File: src/rtl/text_line_writer.sv
// Line editor for the VGA text renderer: append / backspace / clear on a working buffer, vsync-copied to display.
// Latency: edit visible in working buffer 1 edge after accept; display copy on the first edge with vsync_in high.
// Backpressure: in_ready is low for the DEPTH-cycle clear sweep; otherwise every byte is accepted.
module text_line_writer #(
   parameter int         DEPTH      = 65,
   parameter int         CAPACITY   = 40,
   parameter logic [7:0] FILL_CHAR  = 8'h20,
   parameter bit         DOUBLE_BUF = 1'b1
) (
   input  logic       VGA_CLK_IN,
   input  logic       RST_N_IN,
   input  logic       in_valid,
   input  logic [7:0] in_data,
   output logic       in_ready,
   input  logic       clear_req,
   input  logic       vsync_in,
   output logic [7:0] ram_out [DEPTH-1:0],
   output logic [6:0] cursor,
   output logic       full,
   output logic       drop
);

   localparam logic [6:0] CAP_L    = 7'(CAPACITY);
   localparam logic [6:0] LAST_IDX = 7'(DEPTH - 1);
   localparam logic [7:0] BS_CHAR  = 8'h08;
   localparam logic [7:0] CR_CHAR  = 8'h0D;
   localparam logic [7:0] FF_CHAR  = 8'h0C;

   typedef enum logic [0:0] {IDLE, CLEAR} state_t;

   state_t     state;
   logic [6:0] idx;
   logic [7:0] work [DEPTH-1:0];
   logic       accept;
   logic       is_print;

   assign accept   = in_valid & in_ready;
   assign is_print = (in_data >= 8'h20) && (in_data <= 8'h7E);
   assign full     = (cursor == CAP_L);

   // Edit FSM: applies accepted bytes to the working line, or sweeps it blank one cell per cycle.
   always_ff @(posedge VGA_CLK_IN or negedge RST_N_IN) begin
      if (!RST_N_IN) begin
         state    <= IDLE;
         in_ready <= 1'b1;
         cursor   <= 7'd0;
         drop     <= 1'b0;
         idx      <= 7'd0;
         for (int i = 0; i < DEPTH; i++) work[i] <= FILL_CHAR;
      end else begin
         drop <= 1'b0;
         case (state)
            IDLE: begin
               // clear_req beats a byte accepted in the same cycle; that byte is simply lost
               if (clear_req) begin
                  state    <= CLEAR;
                  in_ready <= 1'b0;
                  idx      <= 7'd0;
               end else if (accept) begin
                  if (is_print) begin
                     if (!full) begin
                        work[cursor] <= in_data;
                        cursor       <= cursor + 7'd1;
                     end else begin
                        drop <= 1'b1;
                     end
                  end else if (in_data == BS_CHAR) begin
                     if (cursor != 7'd0) begin
                        cursor             <= cursor - 7'd1;
                        work[cursor - 7'd1] <= FILL_CHAR;
                     end
                  end else if (in_data == CR_CHAR || in_data == FF_CHAR) begin
                     state    <= CLEAR;
                     in_ready <= 1'b0;
                     idx      <= 7'd0;
                  end
               end
            end
            CLEAR: begin
               // sweep the whole array, including cells past CAPACITY, so every cell ends at FILL_CHAR
               work[idx] <= FILL_CHAR;
               if (idx == LAST_IDX) begin
                  state    <= IDLE;
                  in_ready <= 1'b1;
                  cursor   <= 7'd0;
               end else begin
                  idx <= idx + 7'd1;
               end
            end
            default: begin
               state    <= IDLE;
               in_ready <= 1'b1;
            end
         endcase
      end
   end

   generate
      if (DOUBLE_BUF) begin : g_dbuf
         logic       vsync_q;
         logic       vsync_rise;
         logic [7:0] display [DEPTH-1:0];

         assign vsync_rise = vsync_in & ~vsync_q;

         // Snapshot the working line on the vsync rising edge so the renderer never sees a half-edited frame.
         always_ff @(posedge VGA_CLK_IN or negedge RST_N_IN) begin
            if (!RST_N_IN) begin
               vsync_q <= 1'b0;
               for (int i = 0; i < DEPTH; i++) display[i] <= FILL_CHAR;
            end else begin
               vsync_q <= vsync_in;
               if (vsync_rise) begin
                  for (int i = 0; i < DEPTH; i++) display[i] <= work[i];
               end
            end
         end

         assign ram_out = display;
      end else begin : g_sbuf
         assign ram_out = work;
      end
   endgenerate

endmodule
File: config.mk
export PLATFORM = sky130hd
export DESIGN_NAME = text_line_writer
export DESIGN_NICKNAME = d
export VERILOG_FILES = /design/src/rtl/text_line_writer.sv
export SDC_FILE = /design/constraint.sdc
export NUM_CORES = 1
export LEC_CHECK = 0
export ABC_AREA = 1
export ABC_CLOCK_PERIOD_IN_PS = 4050
export BUFFER_PORTS_ARGS = -buffer_cell sky130_fd_sc_hd__clkbuf_2
export CORE_UTILIZATION = 45
export DETAILED_ROUTE_END_ITERATION = 10
export PLACE_DENSITY = 0.73
export SLEW_MARGIN = 20
export SYNTH_ARGS = -nofsm -noshare
export SYNTH_HDL_FRONTEND = slang
export SYNTH_SLANG_ARGS = --single-unit
File: constraint.sdc
create_clock -name VGA_CLK_IN -period 4.05 [get_ports VGA_CLK_IN]
set_input_delay 0.2025 -clock VGA_CLK_IN [delete_from_list [all_inputs] [get_ports VGA_CLK_IN]]
set_output_delay 0.2025 -clock VGA_CLK_IN [all_outputs]
set_load 0.01 [all_outputs]
Word-level counts from Yosys, hierarchy flattened
Index checks and enable logic that the tools add are counted.
{ "classes": {"eq_ne": 16, "bitwise_logic": 10, "order_cmp": 8, "muxes": 48, "n_addsub": 3, "div": 0, "shift": 0, "n_reduce_logical": 10, "mul": 0} }
{ "ops": {"columns": ["operator", "count"], "rows": [
  ["$mux W520", 6],
  ["$pmux W520 S2", 1],
  ["$and A455 B455 Y455", 2],
  ["$not A455 Y455", 2],
  ["$bwmux W520", 1],
  ["$demux W8 S7", 3],
  ["$or A65 B65 Y65", 2],
  ["$mux W7", 13],
  ["$pmux W7 S2", 2],
  ["$eq A8 B4 Y1 const B", 3],
  ["$lt A7 B8 Y1 const B", 3],
  ["$mux W8", 3],
  ["$ge A7 B1 Y1 const B", 3],
  ["$ne A3 B3 Y1 const B", 7],
  ["$mux W1", 17],
  ["$reduce_and A5 Y1", 3],
  ["$add A7 B1 Y7 const B", 2],
  ["$ge A8 B6 Y1 const B", 1],
  ["$le A8 B7 Y1 const B", 1],
  ["$eq A7 B6 Y1 const B", 1],
  ["$eq A7 B7 Y1 const B", 1],
  ["$reduce_bool A7 Y1", 1],
  ["$sub A7 B1 Y7 const B", 1],
  ["$ne A2 B2 Y1 const B", 3],
  ["other kinds (7)", 13]
]} }
{ "word_totals": {"ramBits": 0, "mem_count": 0, "mem_bits_ro": 0, "ff_bits": 1058, "elab_cells": 231, "latchBits": 0} }

Depth between registers and ports, before layout
{ "logic_depth": {"ltp_word": 13, "depth_mapped": 17, "ltp_nobuf": 14} }

Worst setup path before layout
OpenSTA, ideal clock, no wires.
{ "synth_path": {"path_type": "register -> register", "startpoint": "reg cursor[0]", "endpoint": "reg work[383] in the netlist's numbering", "path_stages_with_launch": 14, "arrival_ns": 2.239, "path_slack_ns": 1.695, "period_less_slack_ns": 2.355, "setup_ns": 0.116, "cell_sequence": "dfrtp_1 inv_1 buf_2 ha_1 inv_1 nor2_1 nand4_1 nand2_1 clkbuf_1 nand4_1 nand2_1 o21ai_0 nor2_1 nor2_1"} }
{ "synth_between": {"elab_chain_len": 13, "word_cells_on_any_way": 26, "classes_between": "add/sub: 1; order compare: 4; eq/ne: 3; mux: 12; bitwise: 2; reduce/logical: 4"} }
{ "synth_lines": {"columns": ["item", "line", "source"], "rows": [
  ["start, declared", "18", "output logic [6:0] cursor,"],
  ["start signal, assigned", "63", "cursor <= cursor + 7'd1;"],
  ["start signal, assigned", "69", "cursor <= cursor - 7'd1;"],
  ["$sub A7 B1 Y7", "70", "work[cursor - 7'd1] <= FILL_CHAR;"],
  ["$lt A7 B8 Y1 (implied by the code) / $ge A7 B1 Y1 (equally long branches)", "70", null],
  ["$logic_and A1 B1 Y1 (implied by the code)", "70", null],
  ["$mux W8 (implied by the code)", "70", null],
  ["$demux W8 S7", "70", null],
  ["$not A455 Y455 (no line)", null, null],
  ["$and A455 B455 Y455 (no line)", null, null],
  ["$mux W520", "68", "if (cursor != 7'd0) begin"],
  ["$mux W520", "67", "end else if (in_data == BS_CHAR) begin"],
  ["$mux W520", "60", "if (is_print) begin"],
  ["$mux W520", "59", "end else if (accept) begin"],
  ["$mux W520", "55", "if (clear_req) begin"],
  ["$pmux W520 S2", "52", "case (state)"],
  ["end signal, assigned by index", "62", "work[cursor] <= in_data;"],
  ["end, declared", "33", "logic [7:0] work [DEPTH-1:0];"]
]} }
Several ways; a longest one is shown, not always the timed one. The select of a mux whose other input is x is not followed.
A chain may end at the register's enable or synchronous reset.

Worst setup path after layout
{ "layout_path": {"startpoint": "reg cursor[2]", "endpoint": "reg work[478] in the netlist's numbering"} }
The elaborated chain is that of the path after synthesis.

==> flow_summary_export.csv <==
group,metric,value,unit
status,outcome,"finished, final reports clean",
pwr,power_switching,0.0185,W
sta,worst_pin_slew,1190,ps
floorplan,initial_core_util,0.456,
sta,finalCritPeriodShare,0.868,
placed_design,dpl.hpwl,114000,um
logic_synthesis,yosysMostFrequentCell,"nand2_1",
clock_network,cts_tree,"done",
clock_network,numCtsBuffers,112,
worst_setup_path,crit_type,"reg -> reg",
pwr,pwr-share-clk,0.253,
global_route,first_global_vias,42700,
floorplan,die_x,338,um
run,drv_cap,0,
route,dr.pass1.iters,5,
clock_network,clkSinkCount,1058,
logic_synthesis,syn_area,0.0508,sq mm
placed_design,place.detailed.instances,8379,
logic_synthesis,synth_area_leaders,"dfrtp_1, nand2_1, dfstp_2",
clock_network,post-cts-setup-buffers,0,
floorplan,die_h,338,um
logic_synthesis,yosysSeqAreaShare,0.525,
pwr,pwr-share-comb,0.395,
cells_and_area,fin_nets,7027,
worst_setup_path,required,4640,ps
logic_synthesis,synth_top_area_frac,0.457,
pwr,p_per_area,736,mW/mm^2
route,vias_per_cell,5.27,
sta,final-hold-violation-count,0,
placed_design,place.gp.congestion,0.922,
route,drt-initial-drc-count,4300,
sta,rsz0062_at_grt,"false",
logic_synthesis,syn_nets,6554,
clock_network,clock_latency,710,ps
route,via_count,45300,
logic_synthesis,synth_cells,6536,
clock_network,clk_path_buf_depth,3,
pwr,max-vdd-ir-drop,0.675,mV
placed_design,io_buffers,542,
clock_network,htreeDepth,3,
global_route,grt_overflow_total,0,
placed_design,place_ws,663,ps
worst_setup_path,critPathArrivalTime,4110,ps
logic_synthesis,synth_top_cells_by_count,"nand2_1, dfrtp_1, inv_1",
logic_synthesis,synth_edf_count,0,
cells_and_area,fin_util,0.533,
floorplan,rows,122,
logic_synthesis,avgSynthCellArea,7.77,sq um
sta,slew_viol_final,0,
worst_setup_path,endpoint_kind,"flop",
sta,finalSetupTns,0,ps
floorplan,io_pins,543,
route,wl_per_cell,19.9,um
sta,clock.fmax,284,MHz
cells_and_area,fillCellCount,10200,
logic_synthesis,synth_warnings,0,
global_route,grt_first_pass_wirelength,256000,um
clock_network,cts-root-buf,"clkbuf_16",
worst_setup_path,cp_max_fo,15,
global_route,grt_util_all_layers,0.296,
cells_and_area,stdcell_count,8596,
pwr,power.leakage,31.8,nW
global_route,grt_start_max_net_pins,197,
logic_synthesis,ys_types,37,
sta,maxSlewHeadroom,0.209,
sta,worst_clock_skew,26.7,ps
floorplan,die_area,0.114,sq mm
route,remaining_drc_errors,0,
route,routed_wl,171000,um
hold_path,hp-class,"in -> reg",
pwr,seqPwrFrac,0.352,
worst_setup_path,startpoint_type,"flop",
pwr,swShare,0.424,
sta,setup_viol,0,
cells_and_area,drive_gt1_frac,0.157,
global_route,antenna_found_initial,11,
logic_synthesis,ys_async_sr_fraction,1.00,
clock_network,cts.clk_slew.worst_paths,60,ps
sta,postLayoutSetupSlackWorst,533,ps
logic_synthesis,yosysTopAreaCell,"dfrtp_1",
pwr,p_int,0.0251,W
floorplan,placeableCoreArea,0.111,sq mm
sta,post-route-min-period,3520,ps
logic_synthesis,ys_ff_latch,1058,
pwr,p_total,0.0436,W
route,ant_nets,0,
logic_synthesis,ys.flop_type,"dfrtp_1",
cells_and_area,area_growth,16.8,%
-- cell type report --
class                   instances  area, sq um  area share
flip-flops and latches       1058        26600       0.449
multi-input cells            4312        19700       0.332
repair buffers                646         3810      0.0643
inverters                     879         3310      0.0559
clock buffers                 150         3140      0.0529
well taps                    1488         1860      0.0314
clock inverters                61          826      0.0139
diodes                          2         5.00   0.0000844
-- through the flow --
stage,area [sq um],hold slack [ps]
after global placement,55300,362
after global routing,59300,113
after floorplan,50800,-93.1
after detailed placement,55300,366
final,59300,105
after CTS,59300,52.6
-- final timing paths --
check / startpoint / endpoint / slack, ps / depth (start not counted)
max: cursor[2] / work[478] / 530 / 9
max in group asynchronous: RST_N_IN / ram_out[225] / 2610 / 3
min: in_data[1] / work[457] / 100 / 7
min in group asynchronous: RST_N_IN / work[41] / 230 / 2
min reg2reg: work[309] / work[309] / 470 / 2
max reg2reg: cursor[2] / work[478] / 530 / 9
-- metal layers --
| layer | up-vias | GRT usage | routed length (um) |
|---|---|---|---|
| li1 | 21300 | - | - |
| met1 | 21600 | 0.390 | 68300 |
| met2 | 1992 | 0.451 | 76900 |
| met3 | 408 | 0.0776 | 17600 |
| met4 | 16 | 0.145 | 8440 |
| met5 | - | 0 | 102 |
-- cell usage in the layout, fill, tap and decap left out, drive strengths merged, types with 32 or more instances in the layout --
master	count
clkbuf	691
mux2	37
nand3	340
nor2	410
o21bai	247
clkinv	32
buf	101
o21ai	525
nor3	112
a21oi	175
dfrtp	927
nand2	2358
dfstp	131
a31oi	56
inv	883
-- power by group through the flow --
stage	clock network (W)	registers, W	logic (W)
6_report	0.0110	0.0154	0.0172
5_1_grt	0.0116	0.0156	0.0189
4_1_cts	0.0112	0.0153	0.0170
3_5_place_dp	0	0.0155	0.0168
3_3_place_gp	0	0.0154	0.0164
2_1_floorplan	0	0.0156	0.0103
-- repair_timing --
item / 4_1_cts / 5_1_grt
hold buffers: 4 / 0
hold endpoints to repair: 73 / 0
gates resized for setup: 0 / 0
-- worst max-delay path: stages, from the launching register on --
cell and delay, ps:
dfrtp_1 690, inv_1 280, nand3_1 700, buf_4 460
nor2_1 510, inv_1 90, nand2_1 100, nand3_2 270
nor2_1 200, a21oi_1 90
-- logic make-up after synthesis --
kind of cell | after synthesis | share of synthesized area
AO/OA/AOI/OAI | 1015 | 0.114
XOR/XNOR | 8 | 0.00138
adder cells (fa/ha/maj) | 5 | 0.00123
buffers and inverters | 1166 | 0.0901
flip-flops | 1058 | 0.525
multiplexers | 37 | 0.00820
AND/OR/NAND/NOR | 3247 | 0.261
-- flip-flops by register name (all words and copies together) (netlist names) --
name	flops
cursor	7
drop	1
g_dbuf.vsync_q	1
idx	7
in_ready	1
ram_out	520
state	1
work	520
Note: power is estimated with default switching activity, not from simulation.
